### src/rtl/axi_lite_rd_arbiter_pkg.sv
// Shared definitions for the AXI-Lite read arbiter:
//   - arb_state_t : arbiter FSM state encoding (IDLE -> AR -> R -> IDLE)
//   - RESP_*      : AXI read response codes
//   - gw_f        : width of a requester index, never narrower than 1 bit
package axi_lite_arb_pkg;

   typedef enum logic [1:0] {
      ST_IDLE = 2'd0,
      ST_AR   = 2'd1,
      ST_R    = 2'd2
   } arb_state_t;

   localparam logic [1:0] RESP_OKAY   = 2'd0;
   localparam logic [1:0] RESP_SLVERR = 2'd2;
   localparam logic [1:0] RESP_DECERR = 2'd3;

   // Index width for n requesters; a single requester still needs one bit.
   function automatic int gw_f(input int n);
      int w;
      w = $clog2(n);
      return (w < 1) ? 1 : w;
   endfunction

endpackage

### src/rtl/axi_lite_rd_arbiter_rr_pick.sv
// Combinational round-robin picker.
//   req : request vector, one bit per requester
//   ptr : index of the previous winner; the search starts at ptr+1
//   any : at least one request is present
//   idx : winning requester index (0 when no request is present)
module rr_pick #(
   parameter int N  = 2,
   parameter int GW = 1
) (
   input  logic [N-1:0]  req,
   input  logic [GW-1:0] ptr,
   output logic          any,
   output logic [GW-1:0] idx
);

   localparam logic [GW:0] N_W = (GW + 1)'(N);

   logic [GW:0]   sum_s;
   logic [GW-1:0] cand_s;

   // Scan candidates from the farthest to the nearest so the nearest
   // requester after ptr (wrapping modulo N) is the last one written.
   always_comb begin
      any    = |req;
      idx    = {GW{1'b0}};
      sum_s  = {(GW + 1){1'b0}};
      cand_s = {GW{1'b0}};
      for (int k = N; k >= 1; k--) begin
         // ptr < N and k <= N, so one conditional subtraction wraps the sum
         sum_s  = {1'b0, ptr} + (GW + 1)'(k);
         cand_s = GW'((sum_s >= N_W) ? (sum_s - N_W) : sum_s);
         if (req[cand_s]) begin
            idx = cand_s;
         end else begin
            idx = idx;
         end
      end
   end

endmodule

### src/rtl/axi_lite_rd_arbiter.sv
// AXI-Lite read-channel arbiter: N requesters share one downstream slave,
// one transaction outstanding at a time, round-robin fairness.
//   axi_aclk/axi_arstn       : clock, asynchronous active-low reset
//   s_ar*  (per requester)   : upstream AR channels, packed slice i = requester i
//   s_r*                     : upstream R channels; rdata/rresp are broadcast
//   m_ar*, m_r*              : shared downstream AXI-Lite read channel
//   grant                    : index of the current/last owner
//   busy                     : a transaction is in flight
module axi_lite_rd_arbiter
   import axi_lite_arb_pkg::*;
#(
   parameter  int N      = 2,
   parameter  int ADDR_W = 32,
   parameter  int DATA_W = 32,
   localparam int GW     = gw_f(N)
) (
   input  logic                axi_aclk,
   input  logic                axi_arstn,
   input  logic [N-1:0]        s_arvalid,
   output logic [N-1:0]        s_arready,
   input  logic [N*ADDR_W-1:0] s_araddr,
   input  logic [N*3-1:0]      s_arprot,
   output logic [N-1:0]        s_rvalid,
   input  logic [N-1:0]        s_rready,
   output logic [DATA_W-1:0]   s_rdata,
   output logic [1:0]          s_rresp,
   output logic                m_arvalid,
   input  logic                m_arready,
   output logic [ADDR_W-1:0]   m_araddr,
   output logic [2:0]          m_arprot,
   input  logic                m_rvalid,
   output logic                m_rready,
   input  logic [DATA_W-1:0]   m_rdata,
   input  logic [1:0]          m_rresp,
   output logic [GW-1:0]       grant,
   output logic                busy
);

   arb_state_t        state_r;
   logic [GW-1:0]     ptr_r;
   logic [GW-1:0]     grant_r;
   logic [ADDR_W-1:0] addr_r;
   logic [2:0]        prot_r;
   logic              arvalid_r;
   logic              busy_r;

   logic              pick_any_s;
   logic [GW-1:0]     pick_idx_s;

   rr_pick #(
      .N  (N),
      .GW (GW)
   ) u_rr_pick (
      .req (s_arvalid),
      .ptr (ptr_r),
      .any (pick_any_s),
      .idx (pick_idx_s)
   );

   assign m_arvalid = arvalid_r;
   assign m_araddr  = addr_r;
   assign m_arprot  = prot_r;
   assign grant     = grant_r;
   assign busy      = busy_r;
   // Data and response are broadcast; only the owner sees s_rvalid.
   assign s_rdata   = m_rdata;
   assign s_rresp   = m_rresp;

   // Steer AR acceptance and the R handshake between owner and slave.
   always_comb begin
      s_arready = {N{1'b0}};
      s_rvalid  = {N{1'b0}};
      m_rready  = 1'b0;
      case (state_r)
         ST_IDLE: begin
            if (pick_any_s) begin
               s_arready[pick_idx_s] = 1'b1;
            end else begin
               s_arready = {N{1'b0}};
            end
         end
         ST_AR: begin
            m_rready = 1'b0;
         end
         ST_R: begin
            s_rvalid[grant_r] = m_rvalid;
            m_rready          = s_rready[grant_r];
         end
         default: begin
            m_rready = 1'b0;
         end
      endcase
   end

   // Arbiter FSM with registered downstream AR request and status outputs.
   always_ff @(posedge axi_aclk or negedge axi_arstn) begin
      if (!axi_arstn) begin
         state_r   <= ST_IDLE;
         ptr_r     <= GW'(N - 1);
         grant_r   <= {GW{1'b0}};
         addr_r    <= {ADDR_W{1'b0}};
         prot_r    <= 3'b000;
         arvalid_r <= 1'b0;
         busy_r    <= 1'b0;
      end else begin
         case (state_r)
            ST_IDLE: begin
               // The winner always sees s_arready, so any request is a handshake.
               if (pick_any_s) begin
                  addr_r    <= s_araddr[int'(pick_idx_s) * ADDR_W +: ADDR_W];
                  prot_r    <= s_arprot[int'(pick_idx_s) * 3 +: 3];
                  grant_r   <= pick_idx_s;
                  arvalid_r <= 1'b1;
                  busy_r    <= 1'b1;
                  state_r   <= ST_AR;
               end
            end
            ST_AR: begin
               if (m_arready) begin
                  arvalid_r <= 1'b0;
                  state_r   <= ST_R;
               end
            end
            ST_R: begin
               if (m_rvalid && s_rready[grant_r]) begin
                  ptr_r   <= grant_r;
                  busy_r  <= 1'b0;
                  state_r <= ST_IDLE;
               end
            end
            default: begin
               arvalid_r <= 1'b0;
               busy_r    <= 1'b0;
               state_r   <= ST_IDLE;
            end
         endcase
      end
   end

endmodule

### config.mk
export PLATFORM = sky130hd
export DESIGN_NAME = axi_lite_rd_arbiter
export DESIGN_NICKNAME = d
export VERILOG_FILES = /design/src/rtl/axi_lite_rd_arbiter_pkg.sv /design/src/rtl/axi_lite_rd_arbiter_rr_pick.sv /design/src/rtl/axi_lite_rd_arbiter.sv
export SDC_FILE = /design/constraint.sdc
export NUM_CORES = 1
export LEC_CHECK = 0
export CORE_MARGIN = 3
export CORE_UTILIZATION = 35
export CTS_BUF_LIST = sky130_fd_sc_hd__clkbuf_2 sky130_fd_sc_hd__clkbuf_4 sky130_fd_sc_hd__clkbuf_8
export DETAILED_ROUTE_END_ITERATION = 7
export GPL_TIMING_DRIVEN = 1
export HOLD_SLACK_MARGIN = 0.06
export PLACE_DENSITY = 0.82
export SLEW_MARGIN = 15
export SYNTH_ARGS = -nofsm -noshare
export SYNTH_HDL_FRONTEND = slang
export SYNTH_SLANG_ARGS = --single-unit
### constraint.sdc
create_clock -name axi_aclk -period 2.15 [get_ports axi_aclk]
set_clock_uncertainty 0.1 [all_clocks]
set_input_delay 0.43 -clock axi_aclk [delete_from_list [all_inputs] [get_ports axi_aclk]]
set_output_delay 0.43 -clock axi_aclk [all_outputs]
set_load 0.01 [all_outputs]
### Yosys cells after proc, flatten, opt, wreduce, memory -nomap -nowiden

Index checks and enable logic that the tools add are counted.

| cells by class | value |
|---|---|
| $add $sub $neg | 4 |
| multipliers | 1 |
| order comparisons | 8 |
| equality and inequality tests | 5 |
| shift operators | 2 |
| mux-type cells | 27 |
| bitwise gates (word level) | 3 |
| reductions and logical operators | 10 |

Operators by type and width:

| kind | count |
|---|---|
| $shiftx 64x7->32 | 1 |
| $mux 1 | 16 |
| $mux 2 | 6 |
| $reduce_and 3->1 | 3 |
| $lt 1x2->1 const B | 4 |
| $ne 2x2->1 const B | 3 |
| $pmux 1 s3 | 2 |
| $pmux 2 s3 | 1 |
| $shiftx 6x4->3 | 1 |
| $ge 2x2->1 const B | 2 |
| $reduce_and 2->1 | 2 |
| $logic_and 1x1->1 | 3 |
| $mul 1x2->3 const B | 1 |
| $add 1x1->2 const B | 1 |
| $add 1x2->2 const B | 1 |
| $and 2x2->2 | 1 |
| $demux 1 s1 | 2 |
| $eq 2x1->1 const B | 1 |
| $eq 2x2->1 const B | 1 |
| $ge 1x1->1 const B | 2 |
| $logic_not 2->1 | 1 |
| $not 1->1 | 2 |
| $reduce_or 2->1 | 1 |
| $sub 1x1->1 const B | 2 |

| word-level totals | value |
|---|---|
| flip-flop bits (word level) | 41 |
| logic and storage cells | 67 |

### Depth between registers and ports, before layout

Gate-level depths: netlist (run 1).

| depth | value |
|---|---|
| depth in word-level cells | 13 |
| depth in mapped cells | 6 |
| depth with buffers taken out | 3 |

### Hierarchy

From an unflattened synthesis (run 1), not the netlist that was laid out.

| unflattened totals | value |
|---|---|
| cell total of the unflattened synthesis | 222 |
| area total of the unflattened synthesis | 2,312.2 um^2 |

By module, submodules not included:

| module | times used | cells each | area an instance (um^2) | sequential area each (um^2) |
|---|---|---|---|---|
| axi_lite_rd_arbiter | 1 | 220 | 2,298.5 | 1,027.2 |
| rr_pick | 1 | 2 | 13.8 | 0.0 |

### Worst setup path before layout (run 1)

No wires, ideal clock.

| timing | value |
|---|---|
| kind | register to output |
| start | register state_r[1] |
| end | output s_arready[0] |
| arrival | 1.306 ns |
| data required time | 1.620 ns |
| setup slack | 0.314 ns |
| cell stages (with the launch flop) | 7 |
| buffers on the path | 3 |
| cells stage by stage | dfrtp_1 buf_2 nor2_1 o21a_1 buf_2 buf_4 and2_1 |

| between the ends | value |
|---|---|
| longest elaborated chain between the ends | 2 |

Ends and longest elaborated chain:

| what | line | RTL |
|---|---|---|
| start: declaration | axi_lite_rd_arbiter.sv:39 | `arb_state_t state_r;` |
| start signal: assignment | axi_lite_rd_arbiter.sv:98 | `state_r <= ST_IDLE;` |
| start signal: assignment | axi_lite_rd_arbiter.sv:115 | `state_r <= ST_AR;` |
| start signal: assignment | axi_lite_rd_arbiter.sv:121 | `state_r <= ST_R;` |
| $logic_not 2->1 | axi_lite_rd_arbiter.sv:74 | `case (state_r)` |
| $mux 2 | axi_lite_rd_arbiter.sv:74 |  |
| end: declaration | axi_lite_rd_arbiter.sv:20 | `output logic [N-1:0] s_arready,` |

Every way passes these cells.

### Final worst setup path (run 1)

| timing | value |
|---|---|
| start | input s_arvalid[1] |
| end | output s_arready[0] |

| between the ends | value |
|---|---|
| longest elaborated chain between the ends | 10 |
| elaborated cells on any way between the ends | 14 |
| classes of those cells | 2 x order compare; 10 x mux; 2 x reduce/logical |

Ends and longest elaborated chain:

| what | line | RTL |
|---|---|---|
| start: declaration | axi_lite_rd_arbiter.sv:19 | `input logic [N-1:0] s_arvalid,` |
| $mux 1 (not written as such) (2 in a row) | axi_lite_rd_arbiter_rr_pick.sv:32 | `if (req[cand_s]) begin` |
| $mux 1 (2 in a row) | axi_lite_rd_arbiter_rr_pick.sv:32 |  |
| $lt 1x2->1 (not written as such) or $ge 1x1->1 (tied branches) | axi_lite_rd_arbiter.sv:77 | `s_arready[pick_idx_s] = 1'b1;` |
| $logic_and 1x1->1 (not written as such) | axi_lite_rd_arbiter.sv:77 |  |
| $mux 1 (not written as such) | axi_lite_rd_arbiter.sv:77 |  |
| $demux 1 s1 | axi_lite_rd_arbiter.sv:77 |  |
| $mux 2 * | axi_lite_rd_arbiter.sv:76 | `if (pick_any_s) begin` |
| $mux 2 * | axi_lite_rd_arbiter.sv:74 |  |

Mark *: on every way between the ends. The rest lies on a longest branch, timed or not. The select of a mux whose other input is x is not followed.

==> results.yml, run 1 <==
die:
  rows: 30
  start_util: 0.3668
  core-area_um2: 6907
  dieArea_um2: 8296
  num_io_pins: 189
  die_height_um: 91.08
  die_x_um: 91.08
synthesis:
  synth_cell_types: 30
  synth_top_area_cell: "dfrtp_1"
  synth.top_cell.area_share: 0.3951
  syn_nets: 293
  synthFlopType: "dfrtp_1"
  syn_avg_cell_area_um2: 14.00
  synthArstFlopShare: 1.000
  synth_seq_area_share: 0.4054
  synth_seq_cells: 41
  synth_edf_count: 0
  syn_area_um2: 2534
  synthTopCellsByArea: "dfrtp_1, mux2_4, buf_4"
  yosys_warnings: 0
  synthCells: 181
worst_setup_path:
  regToRegEndpoint: "m_araddr[25]"
  reg2reg_slack_ps: 170
  endpoint: "s_arready[0]"
  critPathLaunch: "s_arvalid[1]"
  worstReg2RegStart: "ptr_r"
  crit_path_end_kind: "output port"
  required_ps: 1620
  path_max_fanout: 3
  arrival_ps: 1570
  critPathKind: "input pin to output port"
  critPathLaunchType: "input pin"
  reg2reg_depth: 5
route:
  wl_mm: 6.087
  wl_per_cell_um: 16.32
  first_pass_iters: 4
  drtAntennaViolNets: 0
  vias: 1740
  drc_errors: 0
  viasPerCell: 4.665
  dr.first_iter.drc_count: 56
global_routing:
  grt_pass1_vias: 1912
  grt_pass1_wl_mm: 9.811
  grt_max_degree: 35
  grt_use_total: 0.1488
  overflow: 0
  antenna_found_initial: 0
final_layout:
  n_antenna_cell: 0
  areaGrowthSynthToFinish_pct: 46.96
  layout_common_cells: "clkdlybuf4s50_1, mux2_4, dfrtp_1, mux2_2, buf_4"
  finish.utilization: 0.5391
  nets: 388
  drive_above_1_share: 0.3357
  layout_commonest_cell: "clkdlybuf4s50_1"
outcome:
  status: "finished, final reports clean"
sta:
  worst_pin_slew_ps: 630.3
  post-route-period-util: 0.9771
  fin_setup_tns_ps: 0
  final_hold_viol_count: 0
  max_freq_mhz: 476.0
  min_period_ps: 2101
  rsz0062_at_grt: "no"
  holdWs_ps: 391.5
  slew_viol_final: 0
  slew_headroom: 0.5754
  setup_viol: 0
placement:
  dp_hpwl_mm: 4.756
  routabilityCongestion: 0.8002
  port_buffers: 120
clock_network:
  post-cts-setup-buffers: 0
  htreeDepth: 2
  cts-root-buf: "clkbuf_8"
  cts_tree: "built"
  clock-sinks: 41
  ctsLongestPathBuffers: 2
  clkLatencyLatePin_ps: 290
  cts.clk_slew.worst_paths_ps: 80
  numCtsBuffers: 5
pwr:
  leakagePower_nw: 1.650
  peakVddDrop_mv: 0.5019
  p_total_mw: 4.457
  power_density_nw_per_um2: 1197
worst_hold_path:
  hold_path_class: "flip-flop to flip-flop"
  min_path_cells: 2
job:
  cap_violations: 0
-- worst min-delay path by stage --
stage,startpoint,end,slack [ps]
2_1_floorplan,axi_arstn,busy,30
5_1_grt,m_arvalid,m_arvalid,420
4_1_cts,m_arvalid,m_arvalid,400
3_5_place_dp,axi_arstn,m_araddr[16],290
3_3_place_gp,axi_arstn,m_araddr[17],280
6_report,m_arvalid,m_arvalid,390
-- worst max-delay path: stages --
cell and delay [ps]:
clkdlybuf4s50_1 490, a21bo_4 240, buf_4 130, and2_1 130, buf_2 140
-- cell families (layout without fill, tap and decap cells) --
family,Yosys count,after routing,synth area share
AOI/OAI and AO/OA,12,12,0.03605
buffers and inverters,45,141,0.1412
DFF,41,41,0.4054
muxes,69,69,0.3862
and+or+nand+nor,14,14,0.03112
-- state kept, by name (all words and copies together), names as in the netlist --
register / cells
busy: 1
grant: 1
m_araddr: 32
m_arprot: 3
m_arvalid: 1
ptr_r: 1
state_r: 2
-- timing repair --
action                                  CTS  global route
resized for setup                        10             2
hold buffers                              1             0
hold endpoints to repair                 16             0
pin swaps                                 0             0
endpoints found under the setup margin    5             1
-- per-layer routing --
metal | up-vias | track usage | wire, um
met5 | - | 0 | 0
met4 | 0 | 0.07538 | 244
met3 | 29 | 0.06297 | 626
met2 | 91 | 0.2361 | 2849
met1 | 831 | 0.1713 | 2367
li1 | 789 | - | -
-- cells in the mapped netlist, drive strengths merged, types with 2 or more instances --
library cell   n
mux2          68
buf           43
dfrtp         40
nand2          3
nor2           3
o21ai          3
inv            2
-- final cells by class --
| cell class | count | area (um2) |
|---|---|---|
| well taps | 96 | 120.1 |
| fillers | 612 | 3183 |
| clock inverters | 3 | 65.06 |
| repair buffers | 131 | 1274 |
| inverters | 2 | 7.507 |
| multi-input cells | 95 | 1161 |
| clock buffers | 5 | 68.82 |
| flip-flops and latches | 41 | 1027 |
-- report_power, final --
part	switching [mW]	total [mW]	internal [mW]
sequential	0.235	1.40	1.16
combinational	0.820	2.33	1.51
clock	0.265	0.726	0.461
-- stage by stage --
step	worst slack, ps	instance area [um2]	std cells
final	49.21	3724	373
after global routing	8.625	3724	373
after CTS	1.393	3712	373
after detailed placement	-316.9	3576	364
after global placement	-298.2	3576	364
after floorplan	314.4	2534	181
Note: power is estimated with default switching activity, not from simulation.
==> run 2: changes to the inputs <==
- PLACE_DENSITY: 0.82 -> 0.87
==> run 2 against run 1 <==
  * Die area unchanged
  * Combinational power about the same
  * Hold slack got worse by 280 ps
  * Routed wire length down 4.0%
  * Largest cell class unchanged
==> results.yml, run 2 (synthesis results as in run 1) <==
final_layout:
  areaGrowthSynthToFinish_pct: 45.19
  finish.utilization: 0.5326
  layout_common_cells: "clkdlybuf4s50_1, mux2_4, dfrtp_1, mux2_2, buf_4"
  nets: 387
  n_antenna_cell: 0
  layout_commonest_cell: "clkdlybuf4s50_1"
  drive_above_1_share: 0.3333
  design_area_um2: 3679
  largest_reg_flops: 32
worst_hold_path:
  hold_path_class: "input pin to asynchronous set/reset pin"
sta:
  post-route-period-util: 0.9761
  rsz0062_at_grt: "yes"
  slew_headroom: 0.6029
  min_period_ps: 2099
  max_freq_mhz: 476.5
  worst_pin_slew_ps: 595.6
  slew_viol_final: 0
  final_hold_viol_count: 0
  setup_viol: 0
clock_network:
  numCtsBuffers: 5
  clkLatencyLatePin_ps: 280
  post-cts-setup-buffers: 0
  ctsLongestPathBuffers: 2
  hold_buffers: 0
  clock-sinks: 41
  cts-root-buf: "clkbuf_8"
  cts.clk_slew.worst_paths_ps: 70
  cts_tree: "built"
  htreeDepth: 2
die:
  core-area_um2: 6907
  start_util: 0.3668
  rows: 30
  num_io_pins: 189
  die_height_um: 91.08
  die_x_um: 91.08
  dieArea_um2: 8296
placement:
  port_buffers: 120
  routabilityCongestion: 0.7697
  dpl_cell_area_um2: 3588
  dp_hpwl_mm: 4.533
global_routing:
  grt_use_total: 0.1414
  overflow: 0
  antenna_found_initial: 0
  grt_pass1_wl_mm: 9.432
  grt_pass1_vias: 1841
  grt_max_degree: 42
pwr:
  p_total_mw: 4.197
  peakVddDrop_mv: 0.3162
  power_density_nw_per_um2: 1141
  leakagePower_nw: 1.633
route:
  wl_mm: 5.842
  dr.first_iter.drc_count: 31
  drtAntennaViolNets: 0
  first_pass_iters: 4
  drc_errors: 0
  viasPerCell: 4.543
  wl_per_cell_um: 15.70
  vias: 1690
worst_setup_path:
  crit_path_end_kind: "output port"
  regToRegEndpoint: "m_araddr[25]"
  reg2reg_slack_ps: 160
  critPathLaunchType: "input pin"
  max_stage_delay_ps: 420
  reg2reg_depth: 4
  critPathLaunch: "s_arvalid[0]"
  path_cells: "clkdlybuf4s50_1 > a21bo_2 > buf_4 > and2_1 > clkdlybuf4s15_1"
  endpoint: "s_arready[0]"
  slowest_stage: "clkdlybuf4s50_1"
  critPathKind: "input pin to output port"
  path_max_fanout: 3
  required_ps: 1620
  worstReg2RegStart: "state_r[1]"
  arrival_ps: 1570
job:
  cap_violations: 0
outcome:
  status: "finished, final reports clean"
[run 2: changes by cell type in the layout (fill, tap and decap cells not counted), sizes merged]
cell	delta
buf	-1
bufinv	-2
clkbuf	+1
clkdlybuf4s50	-1
clkinv	+1
dlygate4sd2	+2
dlygate4sd3	-1
[run 2: how the worst min path moves through the flow]
stage / endpoint / from / depth (start not counted) / slack (ps)
3_5_place_dp: m_arvalid / m_arvalid / 2 / 380
2_1_floorplan: busy / axi_arstn / 0 / 30
5_1_grt: m_araddr[13] / axi_arstn / 2 / 140
6_report: m_araddr[13] / axi_arstn / 2 / 110
4_1_cts: m_araddr[13] / axi_arstn / 2 / 120
3_3_place_gp: m_arvalid / m_arvalid / 2 / 360
[run 2: layout make-up]
| cell class | instances | area (um2) |
|---|---|---|
| Fill cell | 597 | 3228 |
| Timing Repair Buffer | 130 | 1277 |
| Multi-Input combinational cell | 95 | 1160 |
| Sequential cell | 41 | 1027 |
| Tap cell | 96 | 120.1 |
| Clock buffer | 6 | 76.32 |
| Clock inverter | 2 | 10.01 |
| Inverter | 2 | 7.507 |
[run 2: timing repair]
action,CTS,global route
hold endpoints to repair,0,0
resized for setup,6,3
endpoints found under the setup margin,5,3
[run 2: routing by layer]
metal  vias up  share of wire  track usage
li1        797              -            -
met3        10          0.089      0.05220
met1       804           0.38       0.1545
met5         -              0            0
met4         0          0.012      0.04899
met2        79           0.52       0.2508
[run 2: worst max-delay path, delay by kind of cell]
family / cells / cell delay, ps
buffers and inverters: 3 / 780
and+or+nand+nor: 1 / 120
AOI/OAI and AO/OA: 1 / 220
[run 2: power by group]
part | internal [mW] | switching (mW) | total (mW)
logic | 1.51 | 0.788 | 2.30
registers | 1.16 | 0.252 | 1.41
clock network | 0.237 | 0.246 | 0.483
total | 2.91 | 1.29 | 4.20
[run 2: stage by stage]
step / std cells / setup TNS (ps) / setup WS [ps] / hold WS [ps]
after global placement: 364 / -4666 / -315.6 / 360.9
after CTS: 372 / 0 / 2.650 / 117.8
final: 372 / 0 / 51.47 / 107.5
after global routing: 372 / -2.560 / -2.560 / 139.2
after detailed placement: 364 / -6483 / -370.0 / 375.5
after floorplan: 181 / 0 / 314.4 / 34.41
